<file path="config.mk">
export PLATFORM = sky130hd
export DESIGN_NAME = cla_pipe_adder
export DESIGN_NICKNAME = d
export VERILOG_FILES = /design/src/rtl/cla_pkg.sv /design/src/rtl/cla_group.sv /design/src/rtl/cla_pipe_adder.sv
export SDC_FILE = /design/constraint.sdc
export NUM_CORES = 1
export LEC_CHECK = 0
export CAP_MARGIN = 10
export CELL_PAD_IN_SITES_DETAIL_PLACEMENT = 2
export CELL_PAD_IN_SITES_GLOBAL_PLACEMENT = 2
export CORE_MARGIN = 8
export CORE_UTILIZATION = 39
export CTS_CLUSTER_SIZE = 8
export DETAILED_ROUTE_END_ITERATION = 8
export HOLD_SLACK_MARGIN = 0.06
export PLACE_DENSITY_LB_ADDON = 0.1
export SYNTH_ARGS = -nofsm -noshare
export SYNTH_HDL_FRONTEND = slang
export SYNTH_HIERARCHICAL = 1
export SYNTH_SLANG_ARGS = --single-unit
</file>
<file path="constraint.sdc">
create_clock -name clk -period 6.96 [get_ports clk]
set_input_delay 1.392 -clock clk [delete_from_list [all_inputs] [get_ports clk]]
set_output_delay 1.392 -clock clk [all_outputs]
set_load 0.02 [all_outputs]
</file>
<file path="src/rtl/cla_pkg.sv">
// Shared constants and carry-lookahead helpers for cla_pipe_adder and cla_group.
package cla_pkg;

    localparam int CLA_MAXN = 64;

    function automatic int num_groups_per_seg(input int width, input int group, input int stages);
        return width / (stages * group);
    endfunction

    function automatic bit cla_params_legal(input int width, input int group, input int stages);
        return (width > 0) && (group > 0) && (stages > 0) && (width <= CLA_MAXN)
            && ((width % (group * stages)) == 0);
    endfunction

    // Each carry is its own sum of products: c[i+1] = g[i] | p[i]g[i-1] | ... | p[i:0]c0
    function automatic logic [CLA_MAXN:0] cla_carries(input logic [CLA_MAXN-1:0] p,
                                                      input logic [CLA_MAXN-1:0] g,
                                                      input logic c0,
                                                      input int n);
        logic [CLA_MAXN:0] c;
        logic term;
        logic acc;
        c = '0;
        c[0] = c0;
        for (int i = 0; i < n; i++) begin
            term = c0;
            for (int k = 0; k <= i; k++) term = term & p[k];
            acc = term;
            for (int j = 0; j <= i; j++) begin
                term = g[j];
                for (int k = j + 1; k <= i; k++) term = term & p[k];
                acc = acc | term;
            end
            c[i+1] = acc;
        end
        return c;
    endfunction

endpackage

</file>
<file path="src/rtl/cla_group.sv">
// Combinational GROUP-bit carry-lookahead slice with group propagate/generate outputs.
module cla_group
    import cla_pkg::*;
#(
    parameter int GROUP = 4
) (
    input  logic [GROUP-1:0] a,
    input  logic [GROUP-1:0] b,
    input  logic             ci,
    output logic [GROUP-1:0] s,
    output logic             pg,
    output logic             gg
);
    logic [CLA_MAXN-1:0] p_ext;
    logic [CLA_MAXN-1:0] g_ext;
    logic [CLA_MAXN:0]   c_zero;
    logic [CLA_MAXN:0]   c_in;

    always_comb begin
        p_ext = '0;
        g_ext = '0;
        p_ext[GROUP-1:0] = a ^ b;
        g_ext[GROUP-1:0] = a & b;
    end

    // pg/gg are kept independent of ci so the segment lookahead sees no feedback
    always_comb begin
        c_zero = cla_carries(p_ext, g_ext, 1'b0, GROUP);
        gg     = c_zero[GROUP];
        pg     = &p_ext[GROUP-1:0];
    end

    always_comb begin
        c_in = cla_carries(p_ext, g_ext, ci, GROUP);
        s    = p_ext[GROUP-1:0] ^ c_in[GROUP-1:0];
    end

endmodule

</file>
<file path="src/rtl/cla_pipe_adder.sv">
// Pipelined carry-lookahead adder/subtractor with valid/ready handshake.
// Define CLA_PIPE_SAT_EN to clamp signed overflow to the signed max/min in the last stage.
module cla_pipe_adder
    import cla_pkg::*;
#(
    parameter int WIDTH  = 16,
    parameter int GROUP  = 4,
    parameter int STAGES = 2
) (
    input  logic             clk,
    input  logic             rst,
    input  logic             in_valid,
    output logic             in_ready,
    input  logic [WIDTH-1:0] a,
    input  logic [WIDTH-1:0] b,
    input  logic             cin,
    input  logic             sub,
    output logic             out_valid,
    input  logic             out_ready,
    output logic [WIDTH-1:0] s,
    output logic             cout,
    output logic             ovf
);
    localparam int SEG                = WIDTH / STAGES;
    localparam int NUM_GROUPS_PER_SEG = num_groups_per_seg(WIDTH, GROUP, STAGES);
    localparam int LAST               = STAGES - 1;

    if (!cla_params_legal(WIDTH, GROUP, STAGES)) begin : g_param_check
        $error("cla_pipe_adder: WIDTH must be a multiple of GROUP*STAGES and at most 64");
    end

    logic                         en;
    logic [STAGES-1:0]            vld_p;
    // Below the active segment: finished sum bits; at and above it: operand a
    logic [STAGES-1:0][WIDTH-1:0] ar_p;
    logic [STAGES-1:0][WIDTH-1:0] b_p;
    logic [STAGES-1:0]            c_p;
    logic [STAGES-1:0][SEG-1:0]   seg_s;
    logic [STAGES-1:0]            seg_co;
    logic [STAGES-1:0][WIDTH-1:0] ar_nxt;
    logic [WIDTH-1:0]             res_fin;
    logic [WIDTH-1:0]             s_fin;
    logic                         msb_cin;
    logic                         ovf_fin;

    assign en       = !out_valid || out_ready;
    assign in_ready = en;

    for (genvar k = 0; k < STAGES; k++) begin : g_seg
        logic [NUM_GROUPS_PER_SEG-1:0] gp;
        logic [NUM_GROUPS_PER_SEG-1:0] gg;
        logic [CLA_MAXN-1:0]           gp_ext;
        logic [CLA_MAXN-1:0]           gg_ext;
        logic [CLA_MAXN:0]             gc;

        always_comb begin
            gp_ext = '0;
            gg_ext = '0;
            gp_ext[NUM_GROUPS_PER_SEG-1:0] = gp;
            gg_ext[NUM_GROUPS_PER_SEG-1:0] = gg;
            gc = cla_carries(gp_ext, gg_ext, c_p[k], NUM_GROUPS_PER_SEG);
        end

        for (genvar j = 0; j < NUM_GROUPS_PER_SEG; j++) begin : g_grp
            cla_group #(.GROUP(GROUP)) u_grp (
                .a  (ar_p[k][k*SEG + j*GROUP +: GROUP]),
                .b  (b_p[k][k*SEG + j*GROUP +: GROUP]),
                .ci (gc[j]),
                .s  (seg_s[k][j*GROUP +: GROUP]),
                .pg (gp[j]),
                .gg (gg[j])
            );
        end

        assign seg_co[k] = gc[NUM_GROUPS_PER_SEG];
    end

    always_comb begin
        for (int k = 0; k < STAGES; k++) begin
            ar_nxt[k] = ar_p[k];
            ar_nxt[k][k*SEG +: SEG] = seg_s[k];
        end
    end

    assign res_fin = ar_nxt[LAST];
    assign msb_cin = ar_p[LAST][WIDTH-1] ^ b_p[LAST][WIDTH-1] ^ res_fin[WIDTH-1];
    assign ovf_fin = msb_cin ^ seg_co[LAST];

`ifdef CLA_PIPE_SAT_EN
    function automatic logic [WIDTH-1:0] saturate(input logic [WIDTH-1:0] r,
                                                  input logic ov,
                                                  input logic a_msb);
        logic [WIDTH-1:0] lim;
        lim = {a_msb, {(WIDTH-1){!a_msb}}};
        return ov ? lim : r;
    endfunction

    assign s_fin = saturate(res_fin, ovf_fin, ar_p[LAST][WIDTH-1]);
`else
    assign s_fin = res_fin;
`endif

    // Stage boundary: operand capture, then one segment per register bank
    always_ff @(posedge clk) begin
        if (en) begin
            ar_p[0] <= a;
            b_p[0]  <= b ^ {WIDTH{sub}};
            c_p[0]  <= cin | sub;
            for (int k = 0; k < STAGES - 1; k++) begin
                ar_p[k+1] <= ar_nxt[k];
                b_p[k+1]  <= b_p[k];
                c_p[k+1]  <= seg_co[k];
            end
        end
    end

    // Stage boundary: valid chain and output register
    always_ff @(posedge clk) begin
        if (rst) begin
            vld_p     <= '0;
            out_valid <= 1'b0;
            s         <= '0;
            cout      <= 1'b0;
            ovf       <= 1'b0;
        end else if (en) begin
            vld_p[0] <= in_valid;
            for (int k = 1; k < STAGES; k++) vld_p[k] <= vld_p[k-1];
            out_valid <= vld_p[LAST];
            if (vld_p[LAST]) begin
                s    <= s_fin;
                cout <= seg_co[LAST];
                ovf  <= ovf_fin;
            end
        end
    end

endmodule

</file>
# == Yosys cells after proc, flatten, opt, wreduce, memory -nomap -nowiden ==
# Index checks and enable logic that the tools add are counted.
# totals
latch_bits,0
n_memories,0
ram_bits,0
elab_cells,118
inputBits,38
mem_bits_ro,0
regBits,87
# op_classes
bitwise,101
n_reduce_logical,7
n_div,0
magnitude_cmp,0
n_shift,0
eq_ne,0
addsub,0
multipliers,0
mux,0
# ops
cell,n
OR 1 bit,43
bitwise AND 1 bit,42
bitwise XOR 4 bit,8
bitwise AND 4 bit,4
AND reduction 4 bit,4
bitwise XOR 16 bit,1
bitwise XOR 1 bit,3
AND reduction 2 bit,1
zero test 1 bit,1
logical OR 1 bit,1

# == Depth between registers and ports, before layout ==
# Gate-level depths: netlist of run 1.
# depth
depth_word,17
depth_mapped,11
ltp_nobuf,11

# == Cells and area by module ==
# Netlist of run 1, hierarchy kept.
# by_module_without_submodules
mod,cells_per_inst,area_per_inst_um2,instances,seq_area_each_um2
cla_pipe_adder,174,2721.4,1,2162.1
cla_group (g_seg[0].g_grp[0].u_grp ...),19,165.2,3,0.0
cla_group (g_seg[1].g_grp[1].u_grp),24,177.7,1,0.0

# == Least setup slack after synthesis of run 1 ==
# Ideal clock, no wire load.
# synth_timing
kind,in2out
startpoint,in out_ready
endpoint,out in_ready
n_path_buf,1
slack_ns,3.734
required_ns,5.568
t_arrival_ns,1.834
stages,2
path_cell_list,nand2b_4 buf_8
# synth_via
elab_chain_len,1
# synth_lines
element,line,source
from (decl),cla_pipe_adder.sv:19,"input logic out_ready,"
logical OR 1 bit,cla_pipe_adder.sv:46,assign en = !out_valid || out_ready;
to (decl),cla_pipe_adder.sv:13,"output logic in_ready,"
# Every way passes these cells.

# == Final worst setup path of run 1 ==
# Same ends and word-level chain as after synthesis.

==> reports/qor.yml, run 1 <==
logic_synthesis:
  async_flop_share_pct: 0
  yosys-top-cells-area: "edfxtp_1 (51%), dfxtp_1 (12%), ha_1 (7.4%)"
  synth_top_area_share_pct: 51.3
  synth_seq_cells: 79
  ys_warn_count: 6
  syn_area_mm2: 0.00339
  synth_common_cells: "edfxtp_1 (58), nand2_1 (41), a21oi_1 (31)"
  yosysTopAreaCell: "edfxtp_1"
  synth_edf_count: 58
  ys_seq_area_share_pct: 63.7
  yosys_most_used_dff: "edfxtp_1"
  yosysMostFrequentCell: "edfxtp_1"
  synthDistinctLibCells: 31
  syn_inst: 255
  syn_nets: 317
  avgSynthCellArea_um2: 13.3
global_route:
  grt_usage_pct: 13.4
  antenna_found_initial: 0
  grt-ovfl-total: 0
  grt_pass1_wl_um: 12200
  grt_pass1_vias: 2409
  grt_max_degree: 65
die:
  initial_core_util_pct: 39.5
  ioPinCount: 58
  core.rowCount: 34
  design.die.area_mm2: 0.0119
  coreArea_mm2: 0.00859
  die_h_um: 109
  die_width_um: 109
place:
  dp_hpwl_um: 5280
  place_congestion: 0.752
  placed_cells: 413
  port_buffers: 57
sta:
  drv_slew: 0
  finalCritPeriodShare_pct: 57.2
  slew_headroom_pct: 35.2
  timing.hold.ws_ps: 418
  fmax_mhz: 251
  fin_tns_setup_ps: 0
  hold_viol_final: 0
  clock_skew_ps: 9.44
  rsz0062_at_grt: "no"
  fin_crit_ps: 3980
  report.final.setup_viol: 0
  worstMarginPinSlew_ps: 969
pwr:
  leakage_nw: 1.62
  p_clk_share_pct: 31.8
  p_int_mw: 0.856
  cellPowerDensity_mw_per_mm2: 268
  switching_share_pct: 25.0
  p_sw_mw: 0.286
  p_seq_share_pct: 51.4
  combPwrFrac_pct: 16.8
  vdd_drop_max_uv: 134
final_layout:
  fillers: 833
  finalNonFillerCells: 428
  syn_to_final_growth_pct: 25.5
  drive_above_1_share_pct: 7.19
  diodes: 0
  finalNetCount: 378
clock_network:
  cts-resized-gates: 0
  cts.sinks: 79
  cts_hold_buffers: 0
  clock-root-buffer: "clkbuf_8"
  postCtsSetupRepairBufs: 0
  clkLatencyLatePin_ps: 340
  cts_tree: "done"
  htree_levels: 3
  numCtsBuffers: 9
  clock_path_buffers: 2
  clkTransAtPathRegs_ps: 80
worst_setup_path:
  crit_type: "input port to primary output"
  end_kind: "primary output"
  critical_path_arrival_ps: 2590
  crit_fanout: 2
  startpoint_type: "input port"
  critPathRequiredTime_ps: 5570
status:
  status: "complete, no violations"
detailed_routing:
  route.detailed.drc: 0
  wl_per_cell_um: 17.0
  vias: 2117
  viasPerCell: 4.95
  ant_nets: 0
  firstDrtPassIters: 4
  drtIter0Drc: 61
  routed_wirelength_um: 7280
job:
  max-cap-violations: 0
min_path:
  hold_class: "register to register"
[layout by cell type (no fill, tap or decap), types with 3 or more instances in the layout]
cell             count
nor2_1               9
inv_1                5
dfxtp_1             21
a21o_1               3
clkdlybuf4s50_1     57
nand2_1             41
a21oi_1             31
o211ai_1             4
o21ai_0              4
ha_1                20
fa_1                 4
edfxtp_1            58
o21a_1               4
xnor2_1              7
xor2_1              23
clkbuf_8             9
and4_2               3
[layout make-up]
type                       instances  area [um2]  area share [%]
multi-input combinational        163        1160            27.2
inverter                           5        18.8           0.440
tap                              108         135            3.17
clock buffer                       9         124            2.91
timing repair buffer              58         578            13.6
sequential                        79        2160            50.7
clock inverter                     6        86.3            2.03
[flip-flops by register name, summed over array words and instances, names as in the netlist]
register	count
cout	1
ovf	1
out_valid	1
ar_p	16
vld_p	2
c_p	2
ar_nxt	16
s	16
b_p	24
[per-stage QoR]
stage,power (mW),area [um2],utilization (%),setup slack [ps]
after floorplan,0.712,3390,-,3730
after global placement,0.775,4050,47.1,2960
after detailed placement,0.792,4050,47.1,2970
after CTS,1.16,4260,49.6,2960
after global routing,1.20,4260,49.6,2960
final,1.14,4260,49.6,2980
[logic make-up after synthesis]
| kind of cell | share of synthesized area (%) |
|---|---|
| multiplexers | 0.295 |
| AO/OA/AOI/OAI | 7.96 |
| buffers and inverters | 2.21 |
| flip-flops | 63.7 |
| XOR/XNOR | 7.74 |
| AND/OR/NAND/NOR | 8.37 |
| adder cells (fa/ha/maj) | 9.73 |
[power by group through the flow]
stage	combinational (mW)	sequential (mW)	clock, mW
final	0.192	0.586	0.363
after CTS	0.196	0.588	0.374
after global routing	0.214	0.593	0.391
after global placement	0.181	0.594	0
after floorplan	0.113	0.599	0
after detailed placement	0.194	0.598	0
[critical path: stages]
cell and delay, ps:
clkdlybuf4s50_1 460, nand2b_4 140, clkdlybuf4s50_1 600
[worst paths after layout]
kind / start / endpoint / slack [ps] / depth (start not counted)
max: out_ready / in_ready / 2980 / 3
min reg2reg: b_p[12] / b_p[28] / 420 / 0
min: b_p[12] / b_p[28] / 420 / 0
max reg2reg: ar_p[27] / ovf / 4270 / 11
[metal layers]
metal  GRT usage (%)  part of all wire, %
met1            14.3                   41
met2            24.4                   53
met3            3.99                  4.9
met4            5.21                  1.5
met5               0                    0
Power figures use the tool's default switching activity.
==> run 2: changes to the inputs <==
CORE_UTILIZATION = 32   (was 39)
clock period = 3.4 ns   (was 6.96 ns; I/O delays follow)
==> run 2 against run 1 <==
Clock skew up 7.5 ps. Via count decreased by 0.76%. Wire length decreased by 6.5%. Sequential power up 100%. Sequential share of layout area decreased by 0.44 points. Clock power grew 88%. Die area rose by 19%. Critical path type unchanged.
==> reports/qor.yml, run 2 (synthesis results as in run 1) <==
place:
  place_congestion: 0.746
  dpl_cell_area_mm2: 0.00410
  port_buffers: 57
  pre_cts_ws_ps: 546
  dp_hpwl_um: 5060
pwr:
  cellPowerDensity_mw_per_mm2: 527
  vdd_drop_max_uv: 207
  leakage_nw: 1.62
final_layout:
  layout_commonest_cell: "edfxtp_1"
  finalNetCount: 380
  syn_to_final_growth_pct: 26.6
  fin_area_mm2: 0.00430
  final_cell_mix: "edfxtp_1 (58), clkdlybuf4s50_1 (57), nand2_1 (41)"
  largest_reg_flops: 24
  top_register: "b_p"
  drive_above_1_share_pct: 7.12
  diodes: 0
detailed_routing:
  ant_nets: 0
  wl_per_cell_um: 14.8
  firstDrtPassIters: 4
  viasPerCell: 4.58
  vias: 2101
  routed_wirelength_um: 6810
  route.detailed.drc: 0
  drtIter0Drc: 49
global_route:
  grt_pass1_wl_um: 11400
  grt-ovfl-total: 0
  grt_max_degree: 45
  grt_usage_pct: 10.1
  grt_pass1_vias: 2392
  antenna_found_initial: 0
sta:
  timing.hold.ws_ps: 424
  finalCritPeriodShare_pct: 83.4
  clock_skew_ps: 17.0
  timing.final.ws_setup_ps: 565
  hold_viol_final: 0
  slew_headroom_pct: 52.1
  fin_crit_ps: 2830
  fmax_mhz: 353
  rsz0062_at_grt: "no"
  report.final.setup_viol: 0
  worstMarginPinSlew_ps: 719
  fin_tns_setup_ps: 0
  drv_slew: 0
clock_network:
  clkTransAtPathRegs_ps: 80
  cts-resized-gates: 0
  clock-root-buffer: "clkbuf_8"
  clock_path_buffers: 2
  htree_levels: 3
  cts_hold_buffers: 0
  numCtsBuffers: 9
  postCtsSetupRepairBufs: 0
  cts.sinks: 79
  clkLatencyLatePin_ps: 340
  cts_tree: "done"
worst_setup_path:
  startpoint_type: "input port"
  critPathRequiredTime_ps: 2720
  critPathMostFrequentCell: "clkdlybuf4s50_1"
  end_kind: "primary output"
  cpMaxStageDelayCell: "clkdlybuf4s50_1"
  max_stage_delay_ps: 680
  crit_fanout: 22
  worstPathCellList: "clkdlybuf4s50_1 > nand2b_4 > clkdlybuf4s50_1"
  path_delay_family: "buffers and inverters"
  crit_buf_inv: 2
  crit_type: "input port to primary output"
  critical_path_arrival_ps: 2150
die:
  design.die.area_mm2: 0.0142
  core.rowCount: 37
  ioPinCount: 58
  initial_core_util_pct: 32.9
  coreArea_mm2: 0.0103
  die_h_um: 119
  die_width_um: 119
job:
  max-cap-violations: 0
min_path:
  hold_class: "register to register"
status:
  status: "complete, no violations"
[run 2: metrics by stage]
| stage | cells | util [%] | total power [mW] |
|---|---|---|---|
| after global routing | 459 | 41.6 | 2.38 |
| after floorplan | 255 | - | 1.46 |
| after CTS | 459 | 41.6 | 2.30 |
| after global placement | 443 | 39.7 | 1.59 |
| after detailed placement | 443 | 39.7 | 1.61 |
| final | 459 | 41.6 | 2.26 |
[run 2: cell type report]
class	instances	area (um2)
Clock inverter	2	12.5
Clock buffer	14	185
Inverter	5	18.8
Tap cell	136	170
Timing Repair Buffer	60	593
Multi-Input combinational cell	163	1160
Sequential cell	79	2160
Fill cell	1076	6020
[run 2: final timing paths]
path              slack [ps]  cells past startpoint  startpoint  endpoint
setup / recovery         570                      3   out_ready  in_ready
hold / removal           420                      0      b_p[9]   b_p[25]
setup reg to reg         760                     11    ar_p[27]       ovf
hold reg to reg          420                      0      b_p[9]   b_p[25]
[run 2: report_power, final]
part           switching (mW)  internal, mW
registers              0.0427          1.16
clock network           0.328         0.355
logic                   0.194         0.188
[run 2: metal layers]
metal,routed length (um),GRT usage (%)
met5,0,0
met3,234,2.50
met1,3030,11.3
met2,3440,17.4
met4,104,5.22
[run 2: worst reg2reg max path: stages (launching register included)]
cell	delay (ps)
edfxtp_1	390
ha_1	370
a21oi_1	150
o21ai_0	110
a21o_1	220
ha_1	240
o211ai_1	180
nand2_1	80
xor2_1	240
xnor2_1	120
or4_1	410
nand3_1	80
==> run 3: changes to the inputs <==
clock period = 2.3 ns   (was 3.4 ns; I/O delays follow)
==> run 3 against run 2 <==
The run now ends with setup timing left. Combinational power rose by 69%. Global-route usage is 1.1 points higher. Hold slack got worse by 1.6 ps. Sequential power up 48%. Register-to-register slack got worse by 860 ps. Setup slack worse by 670 ps. Clock skew shrank 3.9 ps. Sequential share of layout area is 2.4 points lower. Final cell count increased by 2.8%. Cell area rose by 5.0%. Via count rose by 2.5%. Sequential cell count unchanged. Critical path type is now register to register. Critical endpoint is now ovf.
==> reports/qor.yml, run 3 (synthesis results as in run 1) <==
global_route:
  grt_use_met1_pct: 12.4
  use_met3_pct: 2.65
  grt_usage_pct: 11.2
  grt-ovfl-total: 0
  met2_usage_pct: 19.6
  grt_max_degree: 39
  antenna_found_initial: 0
  grt_pass1_wl_um: 12600
  grt_pass1_vias: 2533
  top_usage_layer: "met2"
die:
  core.rowCount: 37
  die_width_um: 119
  design.die.area_mm2: 0.0142
  coreArea_mm2: 0.0103
  ioPinCount: 58
  die_h_um: 119
  initial_core_util_pct: 32.9
worst_setup_path:
  crit_fanout: 3
  crit_buf_inv: 0
  crit_type: "register to register"
  worstPathCellList: "ha_4 > a21oi_2 > o21ai_1 > a21o_1 > ha_2 > o211ai_1 > nand2_1 > xor2_2 > xnor2_1 > or4_1 > nand3_1"
  worstReg2RegEnd: "ovf"
  max_stage_delay_ps: 430
  cpMaxStageDelayCell: "edfxtp_1"
  end_kind: "register"
  path_delay_family: "simple AND/OR/NAND/NOR gates"
  critPathRequiredTime_ps: 2580
  r2r_cells: 11
  critical_path_arrival_ps: 2680
  reg2reg_slack_ps: -100
  timing.rr.start: "ar_p[25]"
  crit_cells: 11
  startpoint_type: "register"
detailed_routing:
  route.detailed.drc: 0
  ant_nets: 0
  vias: 2153
  drtIter0Drc: 70
  viasPerCell: 4.56
  wl_per_cell_um: 15.8
  firstDrtPassIters: 4
  routed_wirelength_um: 7460
sta:
  clock_skew_ps: 13.1
  report.final.setup_viol: 1
  finalCritPeriodShare_pct: 104
  slew_headroom_pct: 79.4
  drv_slew: 0
  fin_crit_ps: 2400
  timing.final.ws_setup_ps: -103
  rsz0062_at_grt: "yes"
  worstMarginPinSlew_ps: 308
  fmax_mhz: 416
  hold_viol_final: 0
status:
  status: "complete, but fails checks"
  violations: "setup timing"
pwr:
  leakage_nw: 1.71
  p_total_mw: 3.54
  vdd_drop_max_uv: 294
  cellPowerDensity_mw_per_mm2: 785
final_layout:
  largest_reg_flops: 24
  fin_area_mm2: 0.00452
  diodes: 0
  finalNetCount: 393
  drive_above_1_share_pct: 13.7
  layout_commonest_cell: "edfxtp_1"
  top_register: "b_p"
  finalNonFillerCells: 472
  final_cell_mix: "edfxtp_1 (58), clkdlybuf4s50_1 (56), nand2_1 (41)"
  syn_to_final_growth_pct: 33.0
clock_network:
  numCtsBuffers: 9
  htree_levels: 3
  clkLatencyLatePin_ps: 350
  cts_tree: "done"
  clkTransAtPathRegs_ps: 80
  clock_path_buffers: 2
  clock-root-buffer: "clkbuf_8"
  cts.sinks: 79
place:
  placed_cells: 455
  pre_cts_ws_ps: -149
  port_buffers: 57
  dp_hpwl_um: 5440
  place_congestion: 0.741
  dpl_cell_area_mm2: 0.00424
min_path:
  hold_depth: 0
  hold_path_end: "b_p[27]"
  hold_path.startpoint: "b_p[11]"
  hold_class: "register to register"
job:
  max-cap-violations: 0
==> run 3: area by class of cell <==
cell class                 count  area, um2
clock inverter                 1       5.00
fill                        1035       5810
clock buffer                  15        220
timing repair buffer          73        713
inverter                       5       18.8
tap                          136        170
multi-input combinational    163       1230
sequential                    79       2160
==> run 3: how the worst max path moves through the flow <==
stage	endpoint	startpoint	slack, ps
floorplan	ovf	b_p[24]	2
global placement	ovf	ar_p[27]	-50
detailed placement	ovf	ar_p[27]	-150
CTS	ovf	b_p[27]	-90
global route	ovf	ar_p[25]	-270
finish	ovf	ar_p[25]	-100
==> run 3: metrics by stage <==
step                      TNS, ps  util [%]  hold slack [ps]
after floorplan                 0         -              400
after global placement      -50.6      41.1              401
after detailed placement     -149      41.1              405
after CTS                   -92.8      43.7              425
after global routing         -271      43.7              434
final                        -103      43.7              423
==> run 3: metal layers <==
layer / vias to the layer above / wire length [um]
li1: 1048 / -
met1: 1050 / 3230
met2: 45 / 3790
met3: 10 / 273
met4: 0 / 162
met5: - / 0
==> run 3: power by group <==
group          total (mW)  leakage [nW]  switching, mW  internal (mW)
logic               0.644         0.817          0.312          0.332
clock network        1.12         0.115          0.503          0.620
registers            1.78         0.781         0.0679           1.71
==> run 3: worst reg2reg max path, stage by stage (launching register included) <==
cell and delay (ps):
edfxtp_1 430, ha_4 280, a21oi_2 130, o21ai_1 90, a21o_1 190, ha_2 180, o211ai_1 160, nand2_1 110
xor2_2 160, xnor2_1 140, or4_1 400, nand3_1 80
==> run 3: repair_timing <==
item / in CTS / in global routing
setup buffers: 1 / 0
pin swaps: 4 / 1
hold buffers: 0 / 0
setup endpoints to repair: 1 / 1
gates resized for setup: 7 / 0
